<file path="config.mk">
export PLATFORM = sky130hd
export DESIGN_NAME = recovery_sequencer
export DESIGN_NICKNAME = d
export VERILOG_FILES = /design/src/rtl/recovery_sequencer.sv
export SDC_FILE = /design/constraint.sdc
export NUM_CORES = 1
export LEC_CHECK = 0
export CAP_MARGIN = 25
export CORE_ASPECT_RATIO = 2
export CORE_MARGIN = 1.5
export CORE_UTILIZATION = 41
export CTS_CLUSTER_SIZE = 28
export DETAILED_ROUTE_END_ITERATION = 12
export PLACE_DENSITY = 0.8
export SLEW_MARGIN = 20
export SYNTH_ARGS = -nofsm -noshare
export SYNTH_HDL_FRONTEND = slang
export SYNTH_SLANG_ARGS = --single-unit
export TNS_END_PERCENT = 100
</file>
<file path="constraint.sdc">
create_clock -name clk -period 2.1 [get_ports clk]
set_input_delay 0.315 -clock clk [delete_from_list [all_inputs] [get_ports clk]]
set_output_delay 0.315 -clock clk [all_outputs]
set_load 0.05 [all_outputs]
</file>
<file path="src/rtl/recovery_sequencer.sv">
// ============================================================================
// recovery_sequencer
// ----------------------------------------------------------------------------
// Sequences pipeline recovery after a commit-stage flush. A flush (mispredict
// redirect or exception) kills speculative state. An exception flush also
// waits for the committed-store buffer to drain, bounded by a timeout. The
// committed RAT is then copied into the speculative RAT RESTORE_W lanes per
// cycle, the free list is told to rebuild, and fetch is redirected with a
// valid/ready handshake. While busy this block owns the speculative-RAT
// write port.
//
// State sequence: IDLE -> KILL -> [DRAIN] -> RESTORE x N -> REBUILD -> REDIRECT
//
// Ports
//   clk, reset_n           clock (rising edge), asynchronous active-low reset
//   flush_req              1-cycle flush pulse from commit
//   flush_is_exception     1 = exception flush (store drain required)
//   flush_target_pc        restart PC, sampled with flush_req
//   lsu_sb_empty           committed-store buffer is empty
//   crat_raddr             base arch index for the committed-RAT read
//   crat_rdata[RESTORE_W]  committed mappings for crat_raddr+lane (comb.)
//   rat_wen/waddr/wdata    registered speculative-RAT write (lags read by 1)
//   pipe_kill              1-cycle kill of speculative entries
//   freelist_rebuild       1-cycle free-list rebuild pulse
//   frontend_stall         hold fetch/decode/rename while recovering
//   redirect_valid/pc      fetch redirect request, held until redirect_ready
//   redirect_ready         fetch accepts the redirect
//   busy                   sequencer is not idle
//   flush_dropped          1-cycle pulse: a flush arrived while busy
//   drain_timeout          sticky: a store drain was abandoned on timeout
//   perf_recoveries        completed recoveries (wrapping)
// ============================================================================
module recovery_sequencer #(
    parameter int ARCH_REGS     = 32,
    parameter int PHYS_W        = 7,
    parameter int XLEN          = 32,
    parameter int RESTORE_W     = 4,
    parameter int DRAIN_TIMEOUT = 255
) (
    input  logic                         clk,
    input  logic                         reset_n,
    input  logic                         flush_req,
    input  logic                         flush_is_exception,
    input  logic [XLEN-1:0]              flush_target_pc,
    input  logic                         lsu_sb_empty,
    output logic [$clog2(ARCH_REGS)-1:0] crat_raddr,
    input  logic [PHYS_W-1:0]            crat_rdata [RESTORE_W],
    output logic                         rat_wen,
    output logic [$clog2(ARCH_REGS)-1:0] rat_waddr,
    output logic [PHYS_W-1:0]            rat_wdata [RESTORE_W],
    output logic                         pipe_kill,
    output logic                         freelist_rebuild,
    output logic                         frontend_stall,
    output logic                         redirect_valid,
    output logic [XLEN-1:0]              redirect_pc,
    input  logic                         redirect_ready,
    output logic                         busy,
    output logic                         flush_dropped,
    output logic                         drain_timeout,
    output logic [31:0]                  perf_recoveries
);

    localparam int              IDX_W       = $clog2(ARCH_REGS);
    localparam logic [IDX_W-1:0] LAST_IDX   = IDX_W'(ARCH_REGS - RESTORE_W);
    localparam logic [IDX_W-1:0] IDX_STEP   = IDX_W'(RESTORE_W);
    localparam logic [7:0]       DRAIN_LIMIT = 8'(DRAIN_TIMEOUT);

    // The restore loop copies whole lane groups only.
    generate
        if (ARCH_REGS % RESTORE_W != 0) begin : g_bad_restore_w
            $error("recovery_sequencer: ARCH_REGS must be a multiple of RESTORE_W");
        end
    endgenerate

    typedef enum logic [2:0] {
        ST_IDLE     = 3'd0,
        ST_KILL     = 3'd1,
        ST_DRAIN    = 3'd2,
        ST_RESTORE  = 3'd3,
        ST_REBUILD  = 3'd4,
        ST_REDIRECT = 3'd5
    } state_t;

    state_t            state_q, state_d;
    logic [XLEN-1:0]   pc_q, pc_d;
    logic              is_exc_q, is_exc_d;
    logic [7:0]        drain_cnt_q, drain_cnt_d;
    logic [IDX_W-1:0]  idx_q, idx_d;
    logic              drain_timeout_q, drain_timeout_d;
    logic [31:0]       perf_q, perf_d;

    // Write-port stage: the committed-RAT read is combinational, so the
    // speculative-RAT write is issued one cycle later from these registers.
    logic              wen_q;
    logic [IDX_W-1:0]  waddr_q;
    logic [PHYS_W-1:0] wdata_q [RESTORE_W];
    logic              dropped_q;

    // ------------------------------------------------------------------
    // Next-state and output decode
    // ------------------------------------------------------------------
    always_comb begin
        state_d          = state_q;
        pc_d             = pc_q;
        is_exc_d         = is_exc_q;
        drain_cnt_d      = drain_cnt_q;
        idx_d            = idx_q;
        drain_timeout_d  = drain_timeout_q;
        perf_d           = perf_q;
        crat_raddr       = '0;
        pipe_kill        = 1'b0;
        freelist_rebuild = 1'b0;
        redirect_valid   = 1'b0;
        redirect_pc      = '0;

        unique case (state_q)
            ST_IDLE: begin
                if (flush_req) begin
                    pc_d     = flush_target_pc;
                    is_exc_d = flush_is_exception;
                    state_d  = ST_KILL;
                end
            end

            ST_KILL: begin
                pipe_kill   = 1'b1;
                drain_cnt_d = '0;
                idx_d       = '0;
                state_d     = is_exc_q ? ST_DRAIN : ST_RESTORE;
            end

            ST_DRAIN: begin
                if (lsu_sb_empty) begin
                    state_d = ST_RESTORE;
                end else begin
                    drain_cnt_d = drain_cnt_q + 8'd1;
                    // Give up once the count of non-empty cycles reaches
                    // the limit; the store buffer is assumed wedged.
                    if (drain_cnt_q + 8'd1 == DRAIN_LIMIT) begin
                        drain_timeout_d = 1'b1;
                        state_d         = ST_RESTORE;
                    end
                end
            end

            ST_RESTORE: begin
                crat_raddr = idx_q;
                idx_d      = idx_q + IDX_STEP;
                if (idx_q == LAST_IDX) begin
                    state_d = ST_REBUILD;
                end
            end

            ST_REBUILD: begin
                // The final lane group is being written this same cycle.
                freelist_rebuild = 1'b1;
                state_d          = ST_REDIRECT;
            end

            ST_REDIRECT: begin
                redirect_valid = 1'b1;
                redirect_pc    = pc_q;
                if (redirect_ready) begin
                    perf_d  = perf_q + 32'd1;
                    state_d = ST_IDLE;
                end
            end

            default: begin
                state_d = ST_IDLE;
            end
        endcase
    end

    // ------------------------------------------------------------------
    // State and datapath registers
    // ------------------------------------------------------------------
    always_ff @(posedge clk or negedge reset_n) begin
        if (!reset_n) begin
            state_q         <= ST_IDLE;
            pc_q            <= '0;
            is_exc_q        <= 1'b0;
            drain_cnt_q     <= '0;
            idx_q           <= '0;
            drain_timeout_q <= 1'b0;
            perf_q          <= '0;
            wen_q           <= 1'b0;
            waddr_q         <= '0;
            dropped_q       <= 1'b0;
            for (int i = 0; i < RESTORE_W; i++) begin
                wdata_q[i] <= '0;
            end
        end else begin
            state_q         <= state_d;
            pc_q            <= pc_d;
            is_exc_q        <= is_exc_d;
            drain_cnt_q     <= drain_cnt_d;
            idx_q           <= idx_d;
            drain_timeout_q <= drain_timeout_d;
            perf_q          <= perf_d;
            wen_q           <= (state_q == ST_RESTORE);
            waddr_q         <= crat_raddr;
            // A flush seen while recovering is not queued; report it instead.
            dropped_q       <= flush_req && (state_q != ST_IDLE);
            if (state_q == ST_RESTORE) begin
                for (int i = 0; i < RESTORE_W; i++) begin
                    wdata_q[i] <= crat_rdata[i];
                end
            end
        end
    end

    // ------------------------------------------------------------------
    // Outputs
    // ------------------------------------------------------------------
    assign rat_wen         = wen_q;
    assign rat_waddr       = waddr_q;
    assign busy            = (state_q != ST_IDLE);
    assign frontend_stall  = (state_q != ST_IDLE);
    assign flush_dropped   = dropped_q;
    assign drain_timeout   = drain_timeout_q;
    assign perf_recoveries = perf_q;

    for (genvar gi = 0; gi < RESTORE_W; gi++) begin : g_wdata_lane
        assign rat_wdata[gi] = wdata_q[gi];
    end

endmodule

</file>
==> results.toml <==
[outcome]
status = "complete, but fails checks"
violations = "negative setup slack"

[global_routing]
grt_antenna_before_repair = 0
grt_pass1_wl_mm = 22.1
track_usage_pct = 22.1
grt_max_degree = 59
grt_pass1_vias = 4384
grt.overflow.total = 0

[floorplanning]
start_util_pct = 42.0
ios = 176
core_um2 = 12100
rows = 57
fp.dieArea_um2 = 13100
chipWidth_um = 81.8
die-height_um = 161

[worst_setup_path]
crit_type = "reg2out"
cp_data_arrival_time_ns = 1.90
cp.required_ns = 1.78
cp-start-kind = "flop"
end_kind = "output port"
worstPathMaxFanout = 9

[sta]
slew_headroom_pct = 61.6
worst_pin_slew_ns = 0.575
fin_crit_sh_pct = 106
layout_setup_ws_ns = -0.117
slew_viol_final = 0
min_period_ns = 2.22
finClkSkew_ns = 0.00766
fmax_mhz = 451
setup_tns_ns = -3.14
rsz0062_at_grt = "true"
hold_viol = 0
setup_viol = 35

[clock_tree]
clk_pin_slew_ns = 0.05
cts_root_buf = "clkbuf_16"
worst_skew_pair.late_latency_ns = 0.41
htree_num_levels = 4
cts.sinks = 113
numCtsBuffers = 17
cts_tree = "built"
clk_path_buf_depth = 2

[drt]
dr.pass1.iters = 4
vias = 4236
top_layer = "met4"
drc = 0
wl_met1_mm = 5.10
via_per_inst = 5.03
final_antenna_net_count = 0
wl_per_cell_um = 16.9
met2_length_mm = 7.92
drt-total-wl_mm = 14.2
wl_met3_um = 937
drt_iter0_markers = 142

[pwr]
cellInternalPower_mw = 6.58
pwr-share-clk_pct = 27.7
leakagePower_nw = 3.85
total_power_mw = 10.8
vdd_drop_max_uv = 1260
comb_power_share_pct = 41.0
switchingPower_mw = 4.17
switching_share_pct = 38.8
pwr_density_cell_nw_per_um2 = 1280
seq_power_share_pct = 31.3

[hold_path]
hold_path.class = "in2async"

[cells_and_area]
fin_cells = 842
diodes = 0
area_growth_pct = 64.9
fillers = 841
drive_gt1_share_pct = 28.3
nets = 754

[synth]
synth.yosys.seq_area_share_pct = 55.5
synthCells = 486
avgSynthCellArea_um2 = 10.5
synth_edf_count = 0
yosys.area.top_type_share_pct = 55.5
post-synth-top-count-cell = "nand2_1"
synth_common_cells = "117 x nand2_1, 113 x dfrtp_1, 35 x and2_1"
synth_ff_type = "dfrtp_1"
ys_seq_elements = 113
synth.area.top_cells = "dfrtp_1 56%, nand2_1 8.6%, mux2_2 7.3%"
async_reset_ff_share_pct = 100
netlist.top_cell.by_area = "dfrtp_1"
synth_cell_types = 43
synth_area_um2 = 5090
ys_warn_count = 0

[placement]
pre_cts_ws_ns = -0.181
dp_cells = 795
dp_hpwl_mm = 9.44
gp_congestion = 0.756
io_buffers = 171

[run]
cap_violations = 0
==> flip-flops by register name, indices dropped and copies added, names as in the netlist, 3 cells and up <==
name,count
drain_cnt_q,8
rat_wdata,28
pc_q,32
state_q,3
idx_q,3
rat_waddr,3
perf_recoveries,32
==> final timing paths <==
check / startpoint / endpoint / slack (ns) / cells after the start
worst max-delay path: state_q[1] / redirect_pc[5] / -0.12 / 7
worst min-delay path: reset_n / pc_q[3] / 0.41 / 2
worst min register to register: perf_recoveries[31] / perf_recoveries[31] / 0.46 / 1
min in group clk: crat_rdata[2] / rat_wdata[2] / 0.43 / 3
worst max register to register: state_q[1] / perf_recoveries[28] / 0.01 / 7
max in group asynchronous: reset_n / state_q[2] / 0.97 / 3
==> what timing repair did <==
item                                    in CTS  in global routing
buffers inserted                             9                  4
hold endpoints to repair                    30                  0
pin swaps                                   11                 21
hold buffers                                 1                  0
resized for setup                           43                 27
endpoints found under the setup margin      34                 56
gates cloned                                 2                  1
==> critical path, stage by stage, from the launching register on <==
cell	delay, ns
dfrtp_1	0.40
buf_6	0.13
or2b_4	0.26
nor2_4	0.12
buf_6	0.15
buf_12	0.14
and2_4	0.16
buf_12	0.13
==> per-layer routing <==
| layer | vias up | global-route usage [%] |
|---|---|---|
| met3 | 19 | 6.99 |
| met2 | 152 | 39.2 |
| met5 | - | 0 |
| li1 | 1992 | - |
| met4 | 0 | 8.63 |
| met1 | 2073 | 23.3 |
==> metrics by stage <==
step	util [%]	cell area, um^2	hold WS, ns
detailed placement	60.8	7370	0.286
finish	69.2	8400	0.413
global route	69.2	8400	0.435
global placement	60.8	7370	0.276
floorplan	-	5110	0.0194
CTS	68.1	8260	0.401
==> cell type report <==
class	count	area [um^2]	share of cell area, %
clock buffer	20	467	5.56
clock inverter	12	156	1.86
inverter	11	41.3	0.492
multi-input combinational	335	2260	26.9
sequential	113	2830	33.7
tap	147	184	2.19
timing repair buffer	204	2460	29.3
==> cells by family (layout without fill, tap and decap cells) <==
kind of cell               after synthesis  in the layout  share of synthesized area [%]
AOI/OAI and AO/OA                       27             27                           3.37
xor gates and xnor gates                35             35                           6.02
adders and majority gates                6              6                           1.47
buffers and inverters                   41            247                           3.98
DFF                                    113            113                           55.5
muxes                                   33             33                           7.30
other                                    1              4                         0.0737
and+or+nand+nor                        230            230                           22.2
==> power groups by stage <==
stage                     registers (mW)  logic, mW  clock network [mW]
after floorplan                     4.40       1.63                   0
after global placement              3.30       4.12                   0
after detailed placement            3.36       4.22                   0
after CTS                           3.35       4.34                3.03
after global routing                3.46       4.73                3.11
final                               3.36       4.41                2.98
==> cells in the final DEF, fill, tap and decap left out, drive strengths merged, types with 4 or more instances in the layout <==
cell           netlist  layout
buf                 13      72
clkdlybuf4s50        0     130
clkinvlp             0       4
ha                   6       6
dfrtp              113     113
and2                35      35
nor4                 5       5
xor2                21      21
clkinv               0       4
nand4                8       8
xnor2               14      14
nand3               11      11
o21ai               12      12
nand2              117     117
mux2                33      33
clkbuf              17      21
inv                 11      12
nor3                15      15
and3                 6       6
conb                 1       4
nor2                18      18
(Power assumes the default switching activity.)
